$ cat config.mk
export PLATFORM = sky130hd
export DESIGN_NAME = shift_add_multiplier_4bit_flat
export DESIGN_NICKNAME = d
export VERILOG_FILES = /design/src/rtl/mult_pkg.sv /design/src/rtl/shift_add_multiplier_4bit_if.sv /design/src/rtl/full_adder_4bit.sv /design/src/rtl/shift_add_multiplier_4bit.sv /design/src/flat_wrapper.sv
export SDC_FILE = /design/constraint.sdc
export NUM_CORES = 1
export LEC_CHECK = 0
export ABC_AREA = 1
export CORE_ASPECT_RATIO = 1.1
export CORE_UTILIZATION = 41
export DETAILED_ROUTE_END_ITERATION = 16
export DONT_BUFFER_PORTS = 1
export SLEW_MARGIN = 20
export SYNTH_ARGS = -nofsm -noshare
export SYNTH_HDL_FRONTEND = slang
export SYNTH_HIERARCHICAL = 1
export SYNTH_SLANG_ARGS = --single-unit
$ cat constraint.sdc
create_clock -name clk -period 1.7 [get_ports clk]
set_input_delay 0.17 -clock clk [delete_from_list [all_inputs] [get_ports clk]]
set_output_delay 0.17 -clock clk [all_outputs]
set_load 0.02 [all_outputs]
$ cat src/rtl/mult_pkg.sv
// Shared definitions for the shift-and-add multiplier: FSM state encoding
// and the index of the final add/shift iteration.
package mult_pkg;

   typedef enum logic [1:0] {
      ST_IDLE = 2'd0,
      ST_RUN  = 2'd1,
      ST_DONE = 2'd2
   } state_t;

   localparam logic [1:0] ITER_LAST = 2'd3;

endpackage

$ cat src/rtl/shift_add_multiplier_4bit_if.sv
// Request/result bundle between the surrounding datapath (master) and the
// multiplier (slave).
interface shift_add_multiplier_4bit_if;

   logic       start;
   logic [3:0] a;
   logic [3:0] b;
   logic [7:0] product;
   logic       busy;
   logic       done;

   modport master (
      output start, a, b,
      input  product, busy, done
   );

   modport slave (
      input  start, a, b,
      output product, busy, done
   );

endinterface

$ cat src/rtl/full_adder_4bit.sv
// 4-bit ripple-style adder with carry in/out; purely combinational.
module full_adder_4bit (
   input  logic [3:0] inA,
   input  logic [3:0] inB,
   input  logic       cin,
   output logic [3:0] s,
   output logic       cout
);

   logic [4:0] sum;

   assign sum  = {1'b0, inA} + {1'b0, inB} + {4'd0, cin};
   assign s    = sum[3:0];
   assign cout = sum[4];

endmodule

$ cat src/rtl/shift_add_multiplier_4bit.sv
// Sequential 4x4 unsigned multiplier: four add/shift iterations through
// full_adder_4bit, then one DONE cycle that presents the registered product.
module shift_add_multiplier_4bit
   import mult_pkg::*;
(
   input  logic                        clk,
   input  logic                        rst_n,
   shift_add_multiplier_4bit_if.slave  bus
);

   state_t     state;
   logic [3:0] mcand;
   logic [3:0] acc;
   logic [3:0] mq;
   logic [1:0] cnt;
   logic [7:0] product;
   logic       busy;
   logic       done;

   logic [3:0] add_b;
   logic [3:0] add_s;
   logic       add_cout;
   logic [7:0] shifted;

   // Add the multiplicand only when the current multiplier bit is set.
   assign add_b = mq[0] ? mcand : 4'd0;

   full_adder_4bit u_adder (
      .inA  (acc),
      .inB  (add_b),
      .cin  (1'b0),
      .s    (add_s),
      .cout (add_cout)
   );

   // Carry lands in acc[3], so the full 8-bit product is never truncated.
   assign shifted = {add_cout, add_s, mq[3:1]};

   always_ff @(posedge clk or negedge rst_n) begin
      if (!rst_n) begin
         state   <= ST_IDLE;
         mcand   <= 4'd0;
         acc     <= 4'd0;
         mq      <= 4'd0;
         cnt     <= 2'd0;
         product <= 8'd0;
         busy    <= 1'b0;
         done    <= 1'b0;
      end else begin
         case (state)
            ST_IDLE: begin
               done <= 1'b0;
               if (bus.start) begin
                  mcand <= bus.a;
                  mq    <= bus.b;
                  acc   <= 4'd0;
                  cnt   <= 2'd0;
                  busy  <= 1'b1;
                  state <= ST_RUN;
               end
            end
            ST_RUN: begin
               {acc, mq} <= shifted;
               cnt       <= cnt + 2'd1;
               if (cnt == ITER_LAST) begin
                  product <= shifted;
                  busy    <= 1'b0;
                  done    <= 1'b1;
                  state   <= ST_DONE;
               end
            end
            ST_DONE: begin
               done  <= 1'b0;
               state <= ST_IDLE;
            end
            default: begin
               busy  <= 1'b0;
               done  <= 1'b0;
               state <= ST_IDLE;
            end
         endcase
      end
   end

   assign bus.product = product;
   assign bus.busy    = busy;
   assign bus.done    = done;

endmodule

$ cat src/flat_wrapper.sv
// flat-port wrapper written by rule: the top's interface ports become plain ports
module shift_add_multiplier_4bit_flat import mult_pkg::*;
  (clk, rst_n, bus_start, bus_a, bus_b, bus_product, bus_busy, bus_done);
  shift_add_multiplier_4bit_if bus_i ();
  input  logic clk;
  input  logic rst_n;
  input wire logic [$bits(bus_i.start)-1:0] bus_start;
  input wire logic [$bits(bus_i.a)-1:0] bus_a;
  input wire logic [$bits(bus_i.b)-1:0] bus_b;
  output wire logic [$bits(bus_i.product)-1:0] bus_product;
  output wire logic [$bits(bus_i.busy)-1:0] bus_busy;
  output wire logic [$bits(bus_i.done)-1:0] bus_done;
  assign bus_i.start = bus_start;
  assign bus_i.a = bus_a;
  assign bus_i.b = bus_b;
  assign bus_product = bus_i.product;
  assign bus_busy = bus_i.busy;
  assign bus_done = bus_i.done;
  shift_add_multiplier_4bit u_core (.clk(clk), .rst_n(rst_n), .bus(bus_i));
endmodule
Word-level counts from Yosys, hierarchy flattened

Index checks and enable logic that the tools add are counted.

Flip-flop bits (word level): 26
Output and inout bits: 10

Add/sub/neg operators: 2
Eq/ne operators: 5
Muxes and demuxes: 15
Bitwise operators: 1
Reductions and logical operators: 7

Operator list:

| cell                                          | count |
|---|---|
| case mux 4 bit (2 select lines)               | 2 |
| two-way mux 4 bit                             | 3 |
| case mux 2 bit (2 select lines)               | 2 |
| AND reduction 2 bit                           | 4 |
| two-way mux 2 bit                             | 3 |
| adder 4 x 4 -> 5 bit                          | 1 |
| == test 2 bit, second input constant          | 2 |
| two-way mux 1 bit                             | 4 |
| case mux 1 bit (3 select lines)               | 1 |
| AND reduction 3 bit                           | 1 |
| adder 2 x 1 -> 2 bit, second input constant   | 1 |
| == test 2 x 1 -> 1 bit, second input constant | 1 |
| logical NOT 2 bit                             | 1 |
| != test 2 x 1 -> 1 bit, second input constant | 1 |
| != test 2 bit, second input constant          | 1 |
| nonzero test 2 bit                            | 1 |
| inverter 1 bit                                | 1 |

Depth between registers and ports, before layout

Gate-level depths: netlist (run 1).

Depth after elaboration: 3
Mapped depth: 9
Depth with buffers taken out: 9

Cells and area by module

The synthesis (run 1) kept the hierarchy.

By module, submodules not included:

| module                    | instances | cells each | area each (um^2) | seq. area each (um^2) |
|---|---|---|---|---|
| shift_add_multiplier_4bit | 1         | 127        | 1103.6           | 650.6 |
| full_adder_4bit           | 1         | 25         | 165.2            | 0.0 |

Least setup slack after synthesis (run 1)

Ideal clock, no wire load.

Path type: register to register
Start point: register u_core.mq[0]
End point: register u_core.acc[0]
Arrival time: 1.603 ns
Path slack: 0.014 ns
Cell stages (with the launch flop): 9
Path buffers: 0
Clock period less this slack: 1.686 ns
Path through: dfrtp_1 > nand2_1 > inv_1 > fa_1 > inv_1 > fa_1 > inv_1 > inv_1 > o21ai_0

Longest elaborated chain between the ends: 3

RTL lines:

| item                            | line                            | RTL |
|---|---|---|
| from (decl)                     | shift_add_multiplier_4bit.sv:14 | `logic [3:0] mq;` |
| from (signal assigned)          | shift_add_multiplier_4bit.sv:55 | `mq <= bus.b;` |
| from (signal assigned)          | shift_add_multiplier_4bit.sv:63 | `{acc, mq} <= shifted;` |
| two-way mux 4 bit               | shift_add_multiplier_4bit.sv:26 | `assign add_b = mq[0] ? mcand : 4'd0;` |
| net u_core.add_b[0]             | shift_add_multiplier_4bit.sv:20 | `logic [3:0] add_b;` |
| adder 4 x 4 -> 5 bit            | full_adder_4bit.sv:12           | `assign sum = {1'b0, inA} + {1'b0, inB} + {4'd0, cin};` |
| net u_core.add_s[1]             | shift_add_multiplier_4bit.sv:21 | `logic [3:0] add_s;` |
| case mux 4 bit (2 select lines) | shift_add_multiplier_4bit.sv:50 | `case (state)` |
| to (signal assigned)            | shift_add_multiplier_4bit.sv:63 |  |
| to (decl)                       | shift_add_multiplier_4bit.sv:13 | `logic [3:0] acc;` |

The timed path passes the listed nets, and every way through them passes these cells.
A chain may end at the register's enable or synchronous reset.

Worst setup path in the final report (run 1)

Start point: register u_core.mcand[0]
End point: register u_core.acc[3]

Longest elaborated chain between the ends: 3

RTL lines:

| item                            | line                            | RTL |
|---|---|---|
| from (decl)                     | shift_add_multiplier_4bit.sv:12 | `logic [3:0] mcand;` |
| from (signal assigned)          | shift_add_multiplier_4bit.sv:54 | `mcand <= bus.a;` |
| two-way mux 4 bit               | shift_add_multiplier_4bit.sv:26 |  |
| net u_core.add_b[0]             | shift_add_multiplier_4bit.sv:20 |  |
| adder 4 x 4 -> 5 bit            | full_adder_4bit.sv:12           |  |
| net u_core.add_cout             | shift_add_multiplier_4bit.sv:22 | `logic add_cout;` |
| case mux 4 bit (2 select lines) | shift_add_multiplier_4bit.sv:50 |  |

The timed path passes the listed nets, and every way through them passes these cells.

==> metrics, run 1 <==
Worst Setup Slack, final 0.06694 ns; maxcap violations 0; Tmin final 1.633 ns; Yosys warnings 6; DR DRC count 0; adder and majority cell fraction of the synthesized area 0.07101; # H-tree levels 1; # nets final 184; drt pass-1 iters 4; DRT Wirelength 2396 µm; syn nets 169; placed inst area 1299 µm²; PD cells 1690 nW/µm²; HPWL after DPL 1693 µm; Die Span Y 60.34 µm; CP peak stage delay 0.42 ns; grt ovf 0; via density per instance 4.919; non-filler cells, final 198; largest net degree at the start of global routing 27; Crit path required time 1.93 ns; most common cell after layout, fill and taps aside nand2_1; GR Util All Layers 0.1715; IO Count 21; pre-CTS WS -0.003097 ns; Final Max Tran Viols 0; clk buf depth 2; synth unique cells 19; sequential element share of the synthesized area 0.5128; Setup Crit Path Kind reg -> reg; Most common cell on crit path inv_1; Setup crit end kind register; met1 usage 0.2197; most frequent cells in the layout 63 x nand2_1, 26 x dfrtp_1, 14 x inv_1; Worst setup SP type register; Sink Count 26; Fin. Hold Viols 0; full die area 3321 µm²; Critical Path, Cell by Cell nand2_1 > inv_1 > fa_2 > inv_2 > fa_1 > o21ai_1 > inv_1 > o21ai_0; CP delay by family, top adder cells; die width 55.04 µm; CP arrival 1.86 ns; outcome finished clean; mux cell area share after synthesis 0; area grow syn2layout 14.10%; post-route cell area 1448 µm²; Initial Utilization 0.4447; worst path bufs/invs 3; worst hold path class in -> reg; Reg area 650.6 µm²; dpl cells 184; Iter 0 DRT Violations 29; CTS tree done; # rows 20; via count 974; clk_lat worst skew 0.31 ns; GRT Max-Usage Layer met2; layout filler cell count 305; skew final 0.01053 ns; GR Layer Usage met3 0.03008; Synth Area in Compound Gates 0.06213; Tcrit/Tclk final 0.9606; IO buf count 0; core area 2853 µm²; Post-Syn Instances 152; hold slack 0.04377 ns; Final setup viols 0; syn avg cell area 8.347 µm²; initial antenna violation count 0; share of layout cells above drive strength 1 0.1152; main combinational cell family by area after synthesis simple AND/OR/NAND/NOR gates; Peak VDD IR 0.8176 mV; worst-path fanout max 2; grt met2 use 0.2857; FMAX 612.3 MHz; post-DR wirelength/cell 12.10 µm; RSZ-0062 raised after global routing yes; vias in the first global route 917; multi-input logic area 525.5 µm²; Simple-Gate Fraction of Synth Area 0.2643; diodes inserted 0; leak pwr 0.7557 nW; global-route wire length before repair 4008 µm; Synth Cell Area 1269 µm²; routability cong. 0.8007; slowest CP cell fa_1; Seq cells post-synth 26; final total power 2.446 mW; Clock Pin Slew Worst Setup and Hold Paths 0.14 ns; final antenna-violating net count 0; Post-Synth XOR/XNOR Area 0.006903; Root Driver clkbuf_4; CTS Buf Count 3
[area by class of cell]
cell class                 instances  share of cell area
tap                               33             0.02852
sequential                        26              0.4494
clock buffer                       3             0.01556
multi-input combinational        104              0.3630
inverter                          18             0.04667
timing repair buffer              14             0.09680
[tightest hold or removal path: cells and delay by family]
| kind | cells | cell delay [ns] |
|---|---|---|
| AND/OR/NAND/NOR | 4 | 0.16 |
[cells in the mapped netlist]
library cell | instances | area share
ha_1 | 4 | 0.039
inv_1 | 16 | 0.047
nand2_1 | 63 | 0.19
nor2_1 | 3 | 0.0089
nand2_2 | 1 | 0.0049
conb_1 | 1 | 0.0030
dfrtp_1 | 26 | 0.51
nand3_1 | 12 | 0.047
inv_2 | 2 | 0.0059
o21ai_2 | 1 | 0.0069
buf_4 | 3 | 0.018
fa_1 | 2 | 0.032
nand3_2 | 1 | 0.0079
o21ai_0 | 7 | 0.028
buf_6 | 1 | 0.0089
xnor2_1 | 1 | 0.0069
nor2_4 | 1 | 0.0089
o21ai_1 | 5 | 0.020
a21oi_1 | 2 | 0.0079
[state kept, by name, indices dropped and copies added, names as in the netlist]
name / count
u_core/mcand: 4
u_core/mq: 4
u_core/bus.done: 1
u_core/bus.busy: 1
u_core/cnt: 2
u_core/acc: 4
u_core/state: 2
u_core/bus.product: 8
[layer usage]
| layer | share of wire | wire length [µm] | vias to the layer above |
|---|---|---|---|
| li1 | - | - | 495 |
| met1 | 0.48 | 1145 | 461 |
| met2 | 0.49 | 1166 | 16 |
| met3 | 0.028 | 66 | 2 |
| met4 | 0.0071 | 17 | 0 |
| met5 | 0 | 0 | - |
[kinds of logic (layout without fill, tap and decap cells)]
family | Yosys count | after routing
adder cells (fa/ha/maj) | 6 | 6
flip-flops | 26 | 26
XOR/XNOR | 1 | 1
buffers and inverters | 22 | 35
AO/OA/AOI/OAI | 15 | 15
AND/OR/NAND/NOR | 81 | 81
other | 1 | 1
[metrics by stage]
step                  util  setup TNS, ns
global route        0.5075       -0.03348
detailed placement  0.4553      -0.003097
global placement    0.4553              0
finish              0.5075              0
floorplan                -              0
CTS                 0.5053              0
[path summary, 6_finish.rpt]
path,start,to,depth (start not counted),slack (ns)
min in group asynchronous,rst_n,u_core/bus.product[0]$_DFFE_PN0P_,2,0.28
hold / removal,bus_b[3],u_core/mq[3]$_DFFE_PN0P_,4,0.04
max in group asynchronous,rst_n,u_core/mcand[2]$_DFFE_PN0P_,2,1.27
setup / recovery,u_core/mcand[0]$_DFFE_PN0P_,u_core/acc[3]$_DFFE_PN0P_,8,0.07
hold reg to reg,u_core/mcand[2]$_DFFE_PN0P_,u_core/mcand[2]$_DFFE_PN0P_,2,0.49
setup reg to reg,u_core/mcand[0]$_DFFE_PN0P_,u_core/acc[3]$_DFFE_PN0P_,8,0.07
[power breakdown]
| part | switching, mW | internal [mW] | total [mW] | leakage (nW) |
|---|---|---|---|---|
| combinational | 0.590 | 0.421 | 1.01 | 0.411 |
| sequential | 0.313 | 0.871 | 1.18 | 0.331 |
| clock | 0.167 | 0.0827 | 0.250 | 0.0138 |
[what timing repair did]
action | 4_1_cts | 5_1_grt
gates resized for setup | 1 | 7
pin swaps | 0 | 3
endpoints found under the setup margin | 2 | 6
hold endpoints to repair | 30 | 0
buffers inserted | 1 | 0
hold buffers | 10 | 0
Power figures use the tool's default switching activity.
==> run 2: changes to the inputs <==
==> constraint.sdc (replaced) <==
create_clock -name clk -period 1.7 [get_ports clk]
set_input_delay 0.34 -clock clk [delete_from_list [all_inputs] [get_ports clk]]
set_output_delay 0.34 -clock clk [all_outputs]
set_load 0.02 [all_outputs]
==> metrics, run 2 (synthesis gave the netlist of run 1 again) <==
most common cell after layout, fill and taps aside nand2_1; Comb power frac 0.406; IO Count 21; maxcap violations 0; core area 2853 µm²; min-delay src bus_a[1]; Worst R2R End u_core/acc[3]$_DFFE_PN0P_; internal power 1.350 mW; CTS tree done; Iter 0 DRT Violations 28; outcome finished clean; Net Sw Power 1.061 mW; area grow syn2layout 7.791%; Clock Pin Slew Worst Setup and Hold Paths 0.14 ns; # rows 20; worst path bufs/invs 3; FMAX 611.4 MHz; DRT Wirelength 2301 µm; leak pwr 0.7312 nW; reg2reg start u_core/mcand[0]$_DFFE_PN0P_; cells on worst reg2reg path 8; max FFs per register 8; die width 55.04 µm; Sum Neg Setup Slack 0 ns; global-route wire length before repair 3864 µm; Most common cell on crit path inv_1; hold slack 0.1528 ns; routability cong. 0.8007; diodes inserted 0; Hold Path Depth 2; Root Driver clkbuf_4; IO buf count 0; worst-path fanout max 2; Setup crit end kind register; CP arrival 1.86 ns; CP peak stage delay 0.42 ns; clk buf depth 2; Fin. Hold Viols 0; drt pass-1 iters 4; slowest CP cell fa_1; HPWL after DPL 1693 µm; Critical Path, Cell by Cell nand2_1 > inv_1 > fa_2 > inv_2 > fa_1 > o21ai_1 > inv_1 > o21ai_0; initial antenna violation count 0; layout filler cell count 309; CTS Buf Count 3; Final Max Tran Viols 0; post-DR wirelength/cell 12.11 µm; RSZ-0062 raised after global routing yes; Tcrit/Tclk final 0.9621; GR Util All Layers 0.1653; Initial Utilization 0.4447; vias in the first global route 862; Die Span Y 60.34 µm; grt ovf 0; Top reg by flops u_core/bus.product; DR DRC count 0; clock share of power 0.103; FF-to-FF setup slack 0.06 ns; CP delay by family, top adder cells; worst hold path class in -> reg; PD cells 1763 nW/µm²; Setup Crit Path Kind reg -> reg; Sink Count 26; Tmin final 1.636 ns; share of layout cells above drive strength 1 0.1210; switch share 0.4399; Reg power frac 0.491; largest net degree at the start of global routing 27; Peak VDD IR 0.8164 mV; # H-tree levels 1; Worst setup SP type register; skew final 0.01168 ns; via count 941; Crit path required time 1.93 ns; clk_lat worst skew 0.31 ns; hold path endpoint u_core/mcand[1]$_DFFE_PN0P_; full die area 3321 µm²; most frequent cells in the layout 63 x nand2_1, 26 x dfrtp_1, 14 x inv_1; Final setup viols 0; # nets final 176; final antenna-violating net count 0; via density per instance 4.953
run 2: final cells by class:
class	count	area, µm²	share of cell area
inverters	18	67.56	0.04941
repair buffers	6	60.06	0.04392
flip-flops and latches	26	650.6	0.4758
well taps	33	41.29	0.03019
multi-input cells	104	525.5	0.3843
clock buffers	3	22.52	0.01647
run 2: layer usage:
| metal | global-route usage | share of wire | up-vias |
|---|---|---|---|
| met5 | 0 | 0 | - |
| met3 | 0.03258 | 0.043 | 2 |
| li1 | - | - | 478 |
| met4 | 0.06429 | 0.0074 | 0 |
| met1 | 0.2197 | 0.48 | 437 |
| met2 | 0.2633 | 0.47 | 24 |
run 2: power by group through the flow:
stage | sequential, mW | combinational (mW) | clock (mW)
floorplan | 1.12 | 0.806 | 0
global placement | 1.19 | 0.879 | 0
detailed placement | 1.20 | 0.914 | 0
CTS | 1.18 | 0.961 | 0.266
global route | 1.23 | 1.17 | 0.292
finish | 1.18 | 0.978 | 0.249
run 2: repair_timing:
item | CTS | global route
pin swaps | 0 | 3
setup buffers | 1 | 0
hold endpoints to repair | 26 | 0
resized for setup | 1 | 7
gates cloned | 0 | 0
hold buffers | 2 | 0
endpoints found under the setup margin | 2 | 6
run 2: worst max path at each step:
stage	cells past startpoint	slack [ns]	startpoint	endpoint
after CTS	8	0.02	u_core/mq[0]$_DFFE_PN0P_	u_core/acc[0]$_DFFE_PN0P_
after floorplan	8	0.01	u_core/mq[0]$_DFFE_PN0P_	u_core/acc[0]$_DFFE_PN0P_
after detailed placement	8	-0.003	u_core/mq[0]$_DFFE_PN0P_	u_core/acc[0]$_DFFE_PN0P_
after global placement	8	0.05	u_core/mq[0]$_DFFE_PN0P_	u_core/acc[0]$_DFFE_PN0P_
after global routing	8	-0.02	u_core/mcand[0]$_DFFE_PN0P_	u_core/acc[3]$_DFFE_PN0P_
final	8	0.06	u_core/mcand[0]$_DFFE_PN0P_	u_core/acc[3]$_DFFE_PN0P_
run 2: metrics by stage:
step / power, mW / cells / util / setup slack [ns] / cell area [µm²]
4_1_cts: 2.411 / 190 / 0.4772 / 0.01932 / 1361
3_3_place_gp: 2.070 / 184 / 0.4553 / 0.05369 / 1299
6_report: 2.411 / 190 / 0.4794 / 0.06443 / 1368
3_5_place_dp: 2.112 / 184 / 0.4553 / -0.003097 / 1299
5_1_grt: 2.690 / 190 / 0.4794 / -0.02020 / 1368
2_1_floorplan: 1.929 / 152 / - / 0.01427 / 1269
==> run 3: changes to the inputs <==
--- a/config.mk
+++ b/config.mk
@@ -10,6 +10,7 @@
 export CORE_UTILIZATION = 41
 export DETAILED_ROUTE_END_ITERATION = 16
 export DONT_BUFFER_PORTS = 1
+export PLACE_DENSITY_LB_ADDON = 0.2
 export SLEW_MARGIN = 20
 export SYNTH_ARGS = -nofsm -noshare
 export SYNTH_HDL_FRONTEND = slang
==> metrics, run 3 (synthesis gave the netlist of run 1 again) <==
Reg area 650.6 µm²; Crit path required time 1.95 ns; largest net degree at the start of global routing 27; Fin. Hold Viols 0; Tcrit/Tclk final 0.9556; outcome finished clean; hold path endpoint u_core/mcand[3]$_DFFE_PN0P_; most frequent cells in the layout 63 x nand2_1, 26 x dfrtp_1, 15 x inv_1; hold slack 0.1471 ns; grt ovf 0; maxcap violations 0; # nets final 176; final antenna-violating net count 0; Hold Path Depth 2; share of layout cells above drive strength 1 0.1139; core area 2853 µm²; # H-tree levels 1; Die Span Y 60.34 µm; die width 55.04 µm; HPWL after DPL 1715 µm; CP arrival 1.87 ns; min-delay src bus_a[3]; GR Util All Layers 0.1648; via count 969; full die area 3321 µm²; most common cell after layout, fill and taps aside nand2_1; Root Driver clkbuf_4; vias in the first global route 948; Comb power frac 0.393; skew final 0.008486 ns; final core occ 0.4829; global-route wire length before repair 3829 µm; clock share of power 0.125; dpl cells 184; Final setup viols 0; Max Used Layer met4; Worst setup SP type register; leak pwr 0.7373 nW; multi-input logic area 521.8 µm²; clk_lat worst skew 0.32 ns; via density per instance 5.073; initial antenna violation count 0; Reg power frac 0.482; DRT Wirelength 2385 µm; area grow syn2layout 8.580%; post-DR wirelength/cell 12.49 µm; diodes inserted 0; Sink Count 26; Worst R2R End u_core/bus.product[4]$_DFFE_PN0P_; Iter 0 DRT Violations 18; Setup crit end kind register; DR WL met3 135 µm; met1 WL 1069 µm; cells on worst reg2reg path 8; CTS Buf Count 3; FF-to-FF setup slack 0.08 ns; # rows 20; met2 wire len 1129 µm; FMAX 615.6 MHz; max FFs per register 8; worst-path fanout max 2; reg2reg start u_core/mq[0]$_DFFE_PN0P_; non-filler cells, final 191; routability cong. 0.7877; layout filler cell count 300; final total power 2.461 mW; Final Max Tran Viols 0; IO Count 21; Top reg by flops u_core/bus.product; PD cells 1787 nW/µm²; Setup Crit Path Kind reg -> reg; CTS tree done; Net Sw Power 1.070 mW; switch share 0.4347; DR DRC count 0; Initial Utilization 0.4447; drt pass-1 iters 4; RSZ-0062 raised after global routing yes; Tmin final 1.624 ns; worst hold path class in -> reg; Peak VDD IR 0.8224 mV; internal power 1.391 mW; clk buf depth 2; IO buf count 0; Clock Pin Slew Worst Setup and Hold Paths 0.14 ns
==> run 3: worst max path at each step <==
stage          cells after the start  slack (ns)                                 to                     start
2_1_floorplan                      8        0.01          u_core/acc[0]$_DFFE_PN0P_  u_core/mq[0]$_DFFE_PN0P_
5_1_grt                            8       -0.03          u_core/acc[1]$_DFFE_PN0P_  u_core/mq[0]$_DFFE_PN0P_
4_1_cts                            8        0.01          u_core/acc[0]$_DFFE_PN0P_  u_core/mq[0]$_DFFE_PN0P_
3_5_place_dp                       8       -0.02          u_core/acc[0]$_DFFE_PN0P_  u_core/mq[0]$_DFFE_PN0P_
6_report                           8        0.08  u_core/bus.product[4]$_DFFE_PN0P_  u_core/mq[0]$_DFFE_PN0P_
3_3_place_gp                       8        0.05          u_core/acc[0]$_DFFE_PN0P_  u_core/mq[0]$_DFFE_PN0P_
==> run 3: what timing repair did <==
action	in CTS	in global routing
hold endpoints to repair	26	0
pin swaps	0	3
gates resized for setup	1	4
setup buffers	0	1
hold buffers	2	0
setup endpoints to repair	2	6
==> run 3: metal layers <==
| metal | up-vias | global-route usage |
|---|---|---|
| met1 | 452 | 0.2102 |
| met2 | 29 | 0.2633 |
| met4 | 0 | 0.07857 |
| li1 | 482 | - |
| met5 | - | 0 |
| met3 | 6 | 0.03509 |
==> run 3: metrics by stage <==
step	TNS (ns)	area (µm²)	worst slack (ns)
after floorplan	0	1269	0.01427
after global placement	0	1299	0.04710
after detailed placement	-0.01550	1299	-0.01550
after CTS	0	1368	0.01194
after global routing	-0.06632	1378	-0.03028
final	0	1378	0.07551
==> run 3: worst max-delay path, cell delays in order (launching register included) <==
cell	delay, ns
dfrtp_1	0.41
nand2_1	0.07
inv_1	0.05
fa_2	0.35
inv_2	0.07
fa_1	0.41
inv_1	0.06
inv_1	0.04
o21ai_1	0.11
==> run 3: power by group through the flow <==
| stage | combinational (mW) | clock [mW] | sequential (mW) |
|---|---|---|---|
| after floorplan | 0.806 | 0 | 1.12 |
| after global placement | 0.885 | 0 | 1.19 |
| after detailed placement | 0.920 | 0 | 1.20 |
| after CTS | 0.948 | 0.320 | 1.19 |
| after global routing | 1.12 | 0.341 | 1.24 |
| final | 0.968 | 0.307 | 1.19 |
==> run 3: area by class of cell <==
class / count / area share
inverter: 18 / 0.04905
sequential: 26 / 0.4723
tap: 33 / 0.02997
timing repair buffer: 6 / 0.04360
clock buffer: 4 / 0.02634
multi-input combinational: 104 / 0.3787
